===== src/rtl/hevc_luma_interp_stream.sv =====
// HEVC luma fractional-sample interpolator, streaming one pixel per beat.
// Builds its own 8-tap window; three-stage pipeline with valid/ready on both sides.
module hevc_luma_interp_stream #(
  parameter int BIT_DEPTH = 8,
  parameter int ROW_LEN   = 64,
  parameter int CNT_W     = 7
) (
  input  logic                 clock,
  input  logic                 reset_L,
  input  logic                 in_valid,
  output logic                 in_ready,
  input  logic [BIT_DEPTH-1:0] in_pixel,
  input  logic                 in_row_start,
  input  logic [1:0]           in_frac,
  output logic                 out_valid,
  input  logic                 out_ready,
  output logic [BIT_DEPTH-1:0] out_pixel,
  output logic                 out_last,
  output logic                 err_overrun
);

  localparam int SW = BIT_DEPTH + 8;
  localparam logic [CNT_W-1:0] FULL  = CNT_W'(ROW_LEN);
  localparam logic [CNT_W-1:0] FIRST = CNT_W'(8);
  localparam logic signed [SW-1:0] MAXV = SW'((1 << BIT_DEPTH) - 1);

  localparam logic signed [7:0] CQ [8] =
    '{-8'sd1, 8'sd4, -8'sd10, 8'sd58, 8'sd17, -8'sd5, 8'sd1, 8'sd0};
  localparam logic signed [7:0] CH [8] =
    '{-8'sd1, 8'sd4, -8'sd11, 8'sd40, 8'sd40, -8'sd11, 8'sd4, -8'sd1};
  localparam logic signed [7:0] CT [8] =
    '{8'sd0, 8'sd1, -8'sd5, 8'sd17, 8'sd58, -8'sd10, 8'sd4, -8'sd1};

  logic [BIT_DEPTH-1:0] win [8];
  logic [CNT_W-1:0]     cnt;
  logic [CNT_W-1:0]     cntNext;
  logic [1:0]           frac;

  logic stall;
  logic accept;
  logic drop;
  logic take;
  logic launch;

  logic       s1Valid;
  logic       s1Last;
  logic [1:0] s1Frac;

  logic                 s2Valid;
  logic                 s2Last;
  logic signed [SW-1:0] s2Sum;

  logic signed [SW-1:0] acc;
  logic signed [SW-1:0] coef;
  logic signed [SW-1:0] pix;
  logic signed [SW-1:0] rnd;
  logic [BIT_DEPTH-1:0] clip;

  always_comb begin
    stall    = out_valid && !out_ready;
    in_ready = !stall;
    accept   = in_valid && in_ready;
    drop     = accept && !in_row_start
               && (cnt == '0 || cnt == FULL);
    take     = accept && !drop;
    cntNext  = in_row_start ? CNT_W'(1)
                            : cnt + CNT_W'(1);
    launch   = take && (cntNext >= FIRST);
  end

  // S1: window, row counter and launch tag
  always_ff @(posedge clock or negedge reset_L) begin
    if (!reset_L) begin
      for (int i = 0; i < 8; i++) win[i] <= '0;
      cnt         <= '0;
      frac        <= '0;
      err_overrun <= 1'b0;
      s1Valid     <= 1'b0;
      s1Last      <= 1'b0;
      s1Frac      <= '0;
    end else begin
      if (take) begin
        for (int i = 0; i < 7; i++) win[i] <= win[i+1];
        win[7] <= in_pixel;
        cnt    <= cntNext;
        if (in_row_start) frac <= in_frac;
      end
      if (drop) err_overrun <= 1'b1;
      if (!stall) begin
        s1Valid <= launch;
        s1Last  <= launch && (cntNext == FULL);
        s1Frac  <= frac;
      end
    end
  end

  always_comb begin
    acc  = '0;
    coef = '0;
    pix  = '0;
    for (int i = 0; i < 8; i++) begin
      unique case (s1Frac)
        2'd1:    coef = SW'(CQ[i]);
        2'd2:    coef = SW'(CH[i]);
        2'd3:    coef = SW'(CT[i]);
        default: coef = '0;
      endcase
      pix = SW'({1'b0, win[i]});
      acc = acc + coef * pix;
    end
    // full phase: pre-scale so the shared rounding returns w[3]
    if (s1Frac == 2'd0) acc = SW'({1'b0, win[3], 6'b0});
  end

  always_ff @(posedge clock or negedge reset_L) begin
    if (!reset_L) begin
      s2Valid <= 1'b0;
      s2Last  <= 1'b0;
      s2Sum   <= '0;
    end else if (!stall) begin
      s2Valid <= s1Valid;
      s2Last  <= s1Last;
      s2Sum   <= acc;
    end
  end

  always_comb begin
    rnd = (s2Sum + SW'(32)) >>> 6;
    if (rnd < 0)         clip = '0;
    else if (rnd > MAXV) clip = '1;
    else                 clip = rnd[BIT_DEPTH-1:0];
  end

  always_ff @(posedge clock or negedge reset_L) begin
    if (!reset_L) begin
      out_valid <= 1'b0;
      out_pixel <= '0;
      out_last  <= 1'b0;
    end else if (!stall) begin
      out_valid <= s2Valid;
      out_last  <= s2Valid && s2Last;
      if (s2Valid) out_pixel <= clip;
    end
  end

endmodule


===== config.mk =====
export PLATFORM = sky130hd
export DESIGN_NAME = hevc_luma_interp_stream
export DESIGN_NICKNAME = d
export VERILOG_FILES = /design/src/rtl/hevc_luma_interp_stream.sv
export SDC_FILE = /design/constraint.sdc
export NUM_CORES = 1
export LEC_CHECK = 0
export CAP_MARGIN = 40
export CORE_ASPECT_RATIO = 0.6
export CORE_MARGIN = 4
export CORE_UTILIZATION = 55
export CTS_CLUSTER_SIZE = 16
export DETAILED_ROUTE_END_ITERATION = 8
export PLACE_DENSITY = 0.81
export REMOVE_ABC_BUFFERS = 1
export SLEW_MARGIN = 40
export SYNTH_ARGS = -nofsm -noshare
export SYNTH_HDL_FRONTEND = slang
export SYNTH_SLANG_ARGS = --single-unit

===== constraint.sdc =====
create_clock -name clock -period 8.4 [get_ports clock]
set_input_delay 1.68 -clock clock [delete_from_list [all_inputs] [get_ports clock]]
set_output_delay 1.68 -clock clock [all_outputs]
set_load 0.02 [all_outputs]

==> run summary, run 1 <==
Outcome - completed
FF+latch count, synth - 101
Main flop type after synthesis - dfrtp_1
Clk slew on worst S/H paths - 80 ps
Total track usage - 24.7%
Antenna-violating nets left - 0
ANT cells - 0
TritonRoute pass-1 iters - 5
CP peak stage delay - 680 ps
Max-Cap Viols - 0
Commonest non-fill, non-tap cell in the layout - inv_1
Root Buffer - clkbuf_16
Sequential area share after synthesis - 16.1%
FFs w/ async S/R, synth - 100%
Area Overhead vs Synth - 6.00%
Vias in the first global route - 10900
Placeable Area - 0.0278 mm^2
Post-CTS Setup Inserts - 0
Slew HR - 48.9%
Max-slew violation count - 0
Net count reported at finish - 1990
Crit path launch type - flop
Post-DR wirelength/cell - 19.3 um
Crit Path Category - flop to flop
Iter 0 DRT Violations - 754
GRT overflow - 0
Via/cell ratio - 5.29
Synth warn - 0
CP delay by family, top - adder cells
RSZ-0062 raised after global routing - false
CP Max Fanout - 9
First-pass GRT wire length - 59500 um
Largest net degree at the start of global routing - 58
Initial Utilization - 56.4%
Share of post-route cells with drive strength above 1 - 6.86%
Maximum clock path buffer count - 2
H-tree levels - 3
Hold Vio Cnt, Final - 0
Crit. End Element - flop
Number of buffers created by CTS - 9
Num rows - 47
Final Skew - 12.5 ps
Number of remaining DRC errors - 0
Post-CTS sizing - 0
Synth Cell Area - 0.0157 mm^2
Die height - 139 um
Final wirelength - 36400 um
CTS tree - yes
Buf+Inv Stages, Crit Path - 8
Clock Latency Late Sink - 390 ps
Most frequent cells in the layout - inv_1, fa_1, ha_1
Fmax - 124 MHz
Synthesized area per cell - 10.5 um^2
Final Setup Violations - 0
Finished Cell Area - 0.0166 mm^2
Ports - 27
Initial antenna violation count - 1
Post-synth EDFFs - 0
CP most frequent cell - fa_1
Worst hold-check path type - flop to flop
TritonCTS Sinks - 101
Critical Path AT - 8340 ps
Die Area - 0.0314 mm^2
Dpl cell area - 0.0163 mm^2
DIE WIDTH - 226 um
Cts hold-fix bufs - 0
Count of different cell masters after synthesis - 49
Min cycle time layout - 8060 ps
Gate count of the mapped netlist - 1490
Via count - 9960
Tcrit/Tclk final - 95.9%
Placed wire-length estimate - 30700 um
Hold WS - 472 ps
Worst Path Required - 8680 ps
Port Buffers - 26
Worst-Margin Slew - 767 ps
Slowest-stage cell, CP - fa_1
Gpl congestion - 0.938
stage by stage:
step	std cells	setup WS, ps	util, %	setup TNS, ps
2_1_floorplan	1457	-351	-	-1220
3_3_place_gp	1866	464	58.6	0
3_5_place_dp	1866	318	58.6	0
4_1_cts	1882	290	59.8	0
5_1_grt	1882	5.85	59.8	0
6_report	1882	342	59.8	0
path summary, 6_finish.rpt:
| path | from | end | slack (ps) | cells past startpoint |
|---|---|---|---|---|
| min reg2reg | out_last | out_last | 470 | 2 |
| max | s1Frac[1] | s2Sum[12] | 340 | 25 |
| max reg2reg | s1Frac[1] | s2Sum[12] | 340 | 25 |
| min | out_last | out_last | 470 | 2 |
| min in group asynchronous | reset_L | win[56] | 1280 | 1 |
| max in group asynchronous | reset_L | win[9] | 6090 | 2 |
tightest hold or removal path, cell delays in order (launching register included):
cell	delay, ps
dfrtp_1	350
nand2_1	50
nand2_1	50
per-layer routing:
metal | vias up | part of all wire [%] | GRT usage (%) | wire, um
li1 | 4473 | - | - | -
met1 | 5088 | 46 | 37.3 | 16600
met2 | 356 | 41 | 34.5 | 15100
met3 | 41 | 12 | 9.79 | 4210
met4 | 2 | 1.4 | 4.32 | 514
met5 | - | 0.028 | 0 | 10
Yosys cell counts, types with 2 or more instances:
cell | count | area share (%)
buf_12 | 6 | 0.77
clkbuf_1 | 24 | 0.57
o21bai_1 | 2 | 0.096
nand4_1 | 6 | 0.24
inv_1 | 424 | 10
a31oi_1 | 2 | 0.080
nand3b_1 | 3 | 0.14
nand2b_1 | 16 | 0.64
fa_1 | 296 | 38
a21oi_1 | 21 | 0.67
ha_1 | 169 | 13
o21ai_0 | 27 | 0.86
and2_1 | 133 | 5.3
and3_1 | 3 | 0.12
nand2_1 | 68 | 1.6
nor2b_1 | 7 | 0.28
mux2i_1 | 3 | 0.19
dfrtp_1 | 101 | 16
mux2_4 | 50 | 4.8
a21o_1 | 8 | 0.38
xnor2_1 | 21 | 1.2
a211oi_1 | 7 | 0.33
o31ai_1 | 3 | 0.14
nand3_1 | 9 | 0.29
xor2_1 | 17 | 0.95
mux2_2 | 15 | 1.1
nor2_1 | 27 | 0.65
area by class of cell:
cell class	count	area (um^2)
Sequential cell	101	2530
Tap cell	367	459
Fill cell	2230	11200
Clock inverter	7	91.3
Multi-Input combinational cell	931	11300
Inverter	425	1600
Timing Repair Buffer	42	389
Clock buffer	9	225
kinds of logic after synthesis:
group	Yosys count	share of synthesized area [%]
AO/OA/AOI/OAI	80	3.12
XOR/XNOR	38	2.12
adder cells (fa/ha/maj)	465	51.2
buffers and inverters	458	11.6
flip-flops	101	16.1
multiplexers	69	6.12
AND/OR/NAND/NOR	279	9.65
state kept, by name (all words and copies together) (netlist names):
signal       cells
s1Frac           2
s2Last           1
out_last         1
pix              8
s2Valid          1
win             56
cnt              7
err_overrun      1
frac             2
s1Last           1
s2Sum           11
out_valid        1
out_pixel        8
s1Valid          1
Power of run 1 is not shown: default switching activity piles up to over one toggle a cycle in this logic, so the estimate is an artifact.
==> run 2, diff against run 1 <==
--- a/config.mk
+++ b/config.mk
@@ -6,11 +6,12 @@
 export NUM_CORES = 1
 export LEC_CHECK = 0
 export CAP_MARGIN = 40
-export CORE_ASPECT_RATIO = 0.6
+export CORE_ASPECT_RATIO = 0.5
 export CORE_MARGIN = 4
 export CORE_UTILIZATION = 55
 export CTS_CLUSTER_SIZE = 16
 export DETAILED_ROUTE_END_ITERATION = 8
+export GPL_TIMING_DRIVEN = 0
 export PLACE_DENSITY = 0.81
 export REMOVE_ABC_BUFFERS = 1
 export SLEW_MARGIN = 40
==> run 2 against run 1 <==
Compared with the run above:
- core utilization grew 1.1 points
- fmax shrank 1.4%
- via count grew 0.39%
- sequential share of layout area shrank 0.30 points
- design area grew 2.2%
- critical path depth grew 2
- non-clock buffer count grew 15
- routed wire length shrank 3.5%
- die area grew 0.24%
- critical path type unchanged
- largest cell class unchanged
- highest routed layer is now met4
==> run summary, run 2 (synthesis gave the netlist of run 1 again) <==
Outcome - completed
RSZ-0062 raised after global routing - false
Clock Latency Late Sink - 380 ps (about the same)
Placeable Area - 0.0279 mm^2 (+0.39%)
Grt met2 use - 37.0% (+2.5 points)
Die Area - 0.0315 mm^2 (+0.24%)
GRT busiest layer - met2
Placed wire-length estimate - 26200 um (-15%)
Most flop-heavy register - win
Via count - 9999 (+0.39%)
Slew HR - 55.1% (+6.2 points)
Gpl congestion - 0.888 (-5.3%)
Number of buffers created by CTS - 9 (unchanged)
Maximum clock path buffer count - 2 (unchanged)
Final Setup Violations - 0 (unchanged)
Post-DR wirelength/cell - 18.4 um (-5.0%)
Critical Path AT - 8450 ps (+110 ps)
Hold Vio Cnt, Final - 0 (unchanged)
Tcrit/Tclk final - 97.3% (+1.4 points)
Max-Cap Viols - 0 (unchanged)
TritonCTS Sinks - 101 (unchanged)
Worst-Margin Slew - 671 ps (-96.2 ps)
Final wirelength - 35100 um (-3.5%)
Min cycle time layout - 8180 ps (+118 ps)
Biggest registers after layout - win x56, s2Sum x11
Die height - 127 um (-8.2%)
Net count reported at finish - 2005 (+0.75%)
Final Skew - 9.86 ps (-2.60 ps)
Max reg flops - 56 (unchanged)
Crit path launch type - flop
Finished Cell Area - 0.0170 mm^2 (+2.2%)
Hold WS - 475 ps (+3.32 ps)
Root Buffer - clkbuf_16
Vias in the first global route - 10900 (-0.14%)
Final core utilization - 60.9% (+1.1 points)
Met3 usage - 5.83% (-4.0 points)
Num rows - 43 (-8.5%)
Largest net degree at the start of global routing - 63 (+8.6%)
Worst hold-check path type - flop to flop
Setup TNS - 0 ps (unchanged)
Share of post-route cells with drive strength above 1 - 9.22% (+2.4 points)
Max-slew violation count - 0 (unchanged)
Clk slew on worst S/H paths - 80 ps (about the same)
Grt met1 use - 31.4% (-5.9 points)
Slowest-stage cell, CP - fa_1
Number of remaining DRC errors - 0 (unchanged)
Commonest non-fill, non-tap cell in the layout - inv_1
GRT overflow - 0 (unchanged)
TritonRoute pass-1 iters - 6 (+1)
Initial antenna violation count - 0 (-1)
Ports - 27 (unchanged)
Most frequent cells in the layout - inv_1, fa_1, ha_1
Port Buffers - 26 (unchanged)
Crit Path Category - flop to flop
Antenna-violating nets left - 0 (unchanged)
ANT cells - 0 (unchanged)
Iter 0 DRT Violations - 613 (-19%)
H-tree levels - 3 (unchanged)
Initial Utilization - 56.2% (-0.22 points)
Buf+Inv Stages, Crit Path - 9 (+1)
First-pass GRT wire length - 56900 um (-4.4%)
Via/cell ratio - 5.23 (-1.2%)
Worst reg2reg setup slack - 220 ps (-120 ps)
CP most frequent cell - fa_1
Fmax - 122 MHz (-1.4%)
Worst Path Required - 8680 ps (about the same)
DIE WIDTH - 247 um (+9.2%)
CP peak stage delay - 570 ps (-110 ps)
CP Max Fanout - 10 (+1)
CTS tree - yes
Crit. End Element - flop
Dpl cell area - 0.0164 mm^2 (+0.28%)
Area Overhead vs Synth - 8.30%
CP delay by family, top - adder cells
Total track usage - 23.3% (-1.4 points)
run 2: changes by cell type in the layout (fill, tap and decap cells not counted), moves of 3 or more:
cell      change
ha_1          -3
fa_1          -3
fa_2          +3
buf_12        +3
ha_4          +3
buf_8         +3
nand2b_1      -3
buf_4         +6
nand2b_2      +3
run 2: final cells by class:
class	instances	area (um^2)
clock inverter	6	60.1
tap	382	478
timing repair buffer	57	633
inverter	425	1600
clock buffer	10	239
sequential	101	2530
multi-input combinational	931	11500
fill	2064	10900
run 2: what timing repair did:
item | 4_1_cts | 5_1_grt
pin swaps | 3 | 9
endpoints found under the setup margin | 10 | 7
hold endpoints to repair | 0 | 0
gates resized for setup | 8 | 14
hold buffers | 0 | 0
buffers inserted | 12 | 13
cloned | 0 | 1
run 2: tightest hold or removal path: stages, from the launching register on:
cell and delay, ps:
dfrtp_1 350, nand2_1 50, nand2_1 50
run 2: worst paths after layout:
kind / startpoint / endpoint / cells past startpoint
hold reg to reg: out_last / out_last / 2
setup reg to reg: s1Frac[1] / s2Sum[12] / 27
min in group asynchronous: reset_L / win[23] / 1
max in group asynchronous: reset_L / s1Frac[1] / 2
setup / recovery: s1Frac[1] / s2Sum[12] / 27
hold / removal: out_last / out_last / 2
run 2: metal layers:
layer	up-vias	wire [um]
met3	73	2440
met1	5131	14900
met4	0	1340
met5	-	0
met2	305	16400
li1	4490	-
run 2: per-stage QoR:
stage | setup slack [ps] | std cells
finish | 225 | 1912
global route | 11.8 | 1912
CTS | 23.4 | 1898
detailed placement | -672 | 1870
global placement | -3220 | 1865
floorplan | -351 | 1457
Power of run 2 is left out for the same reason.
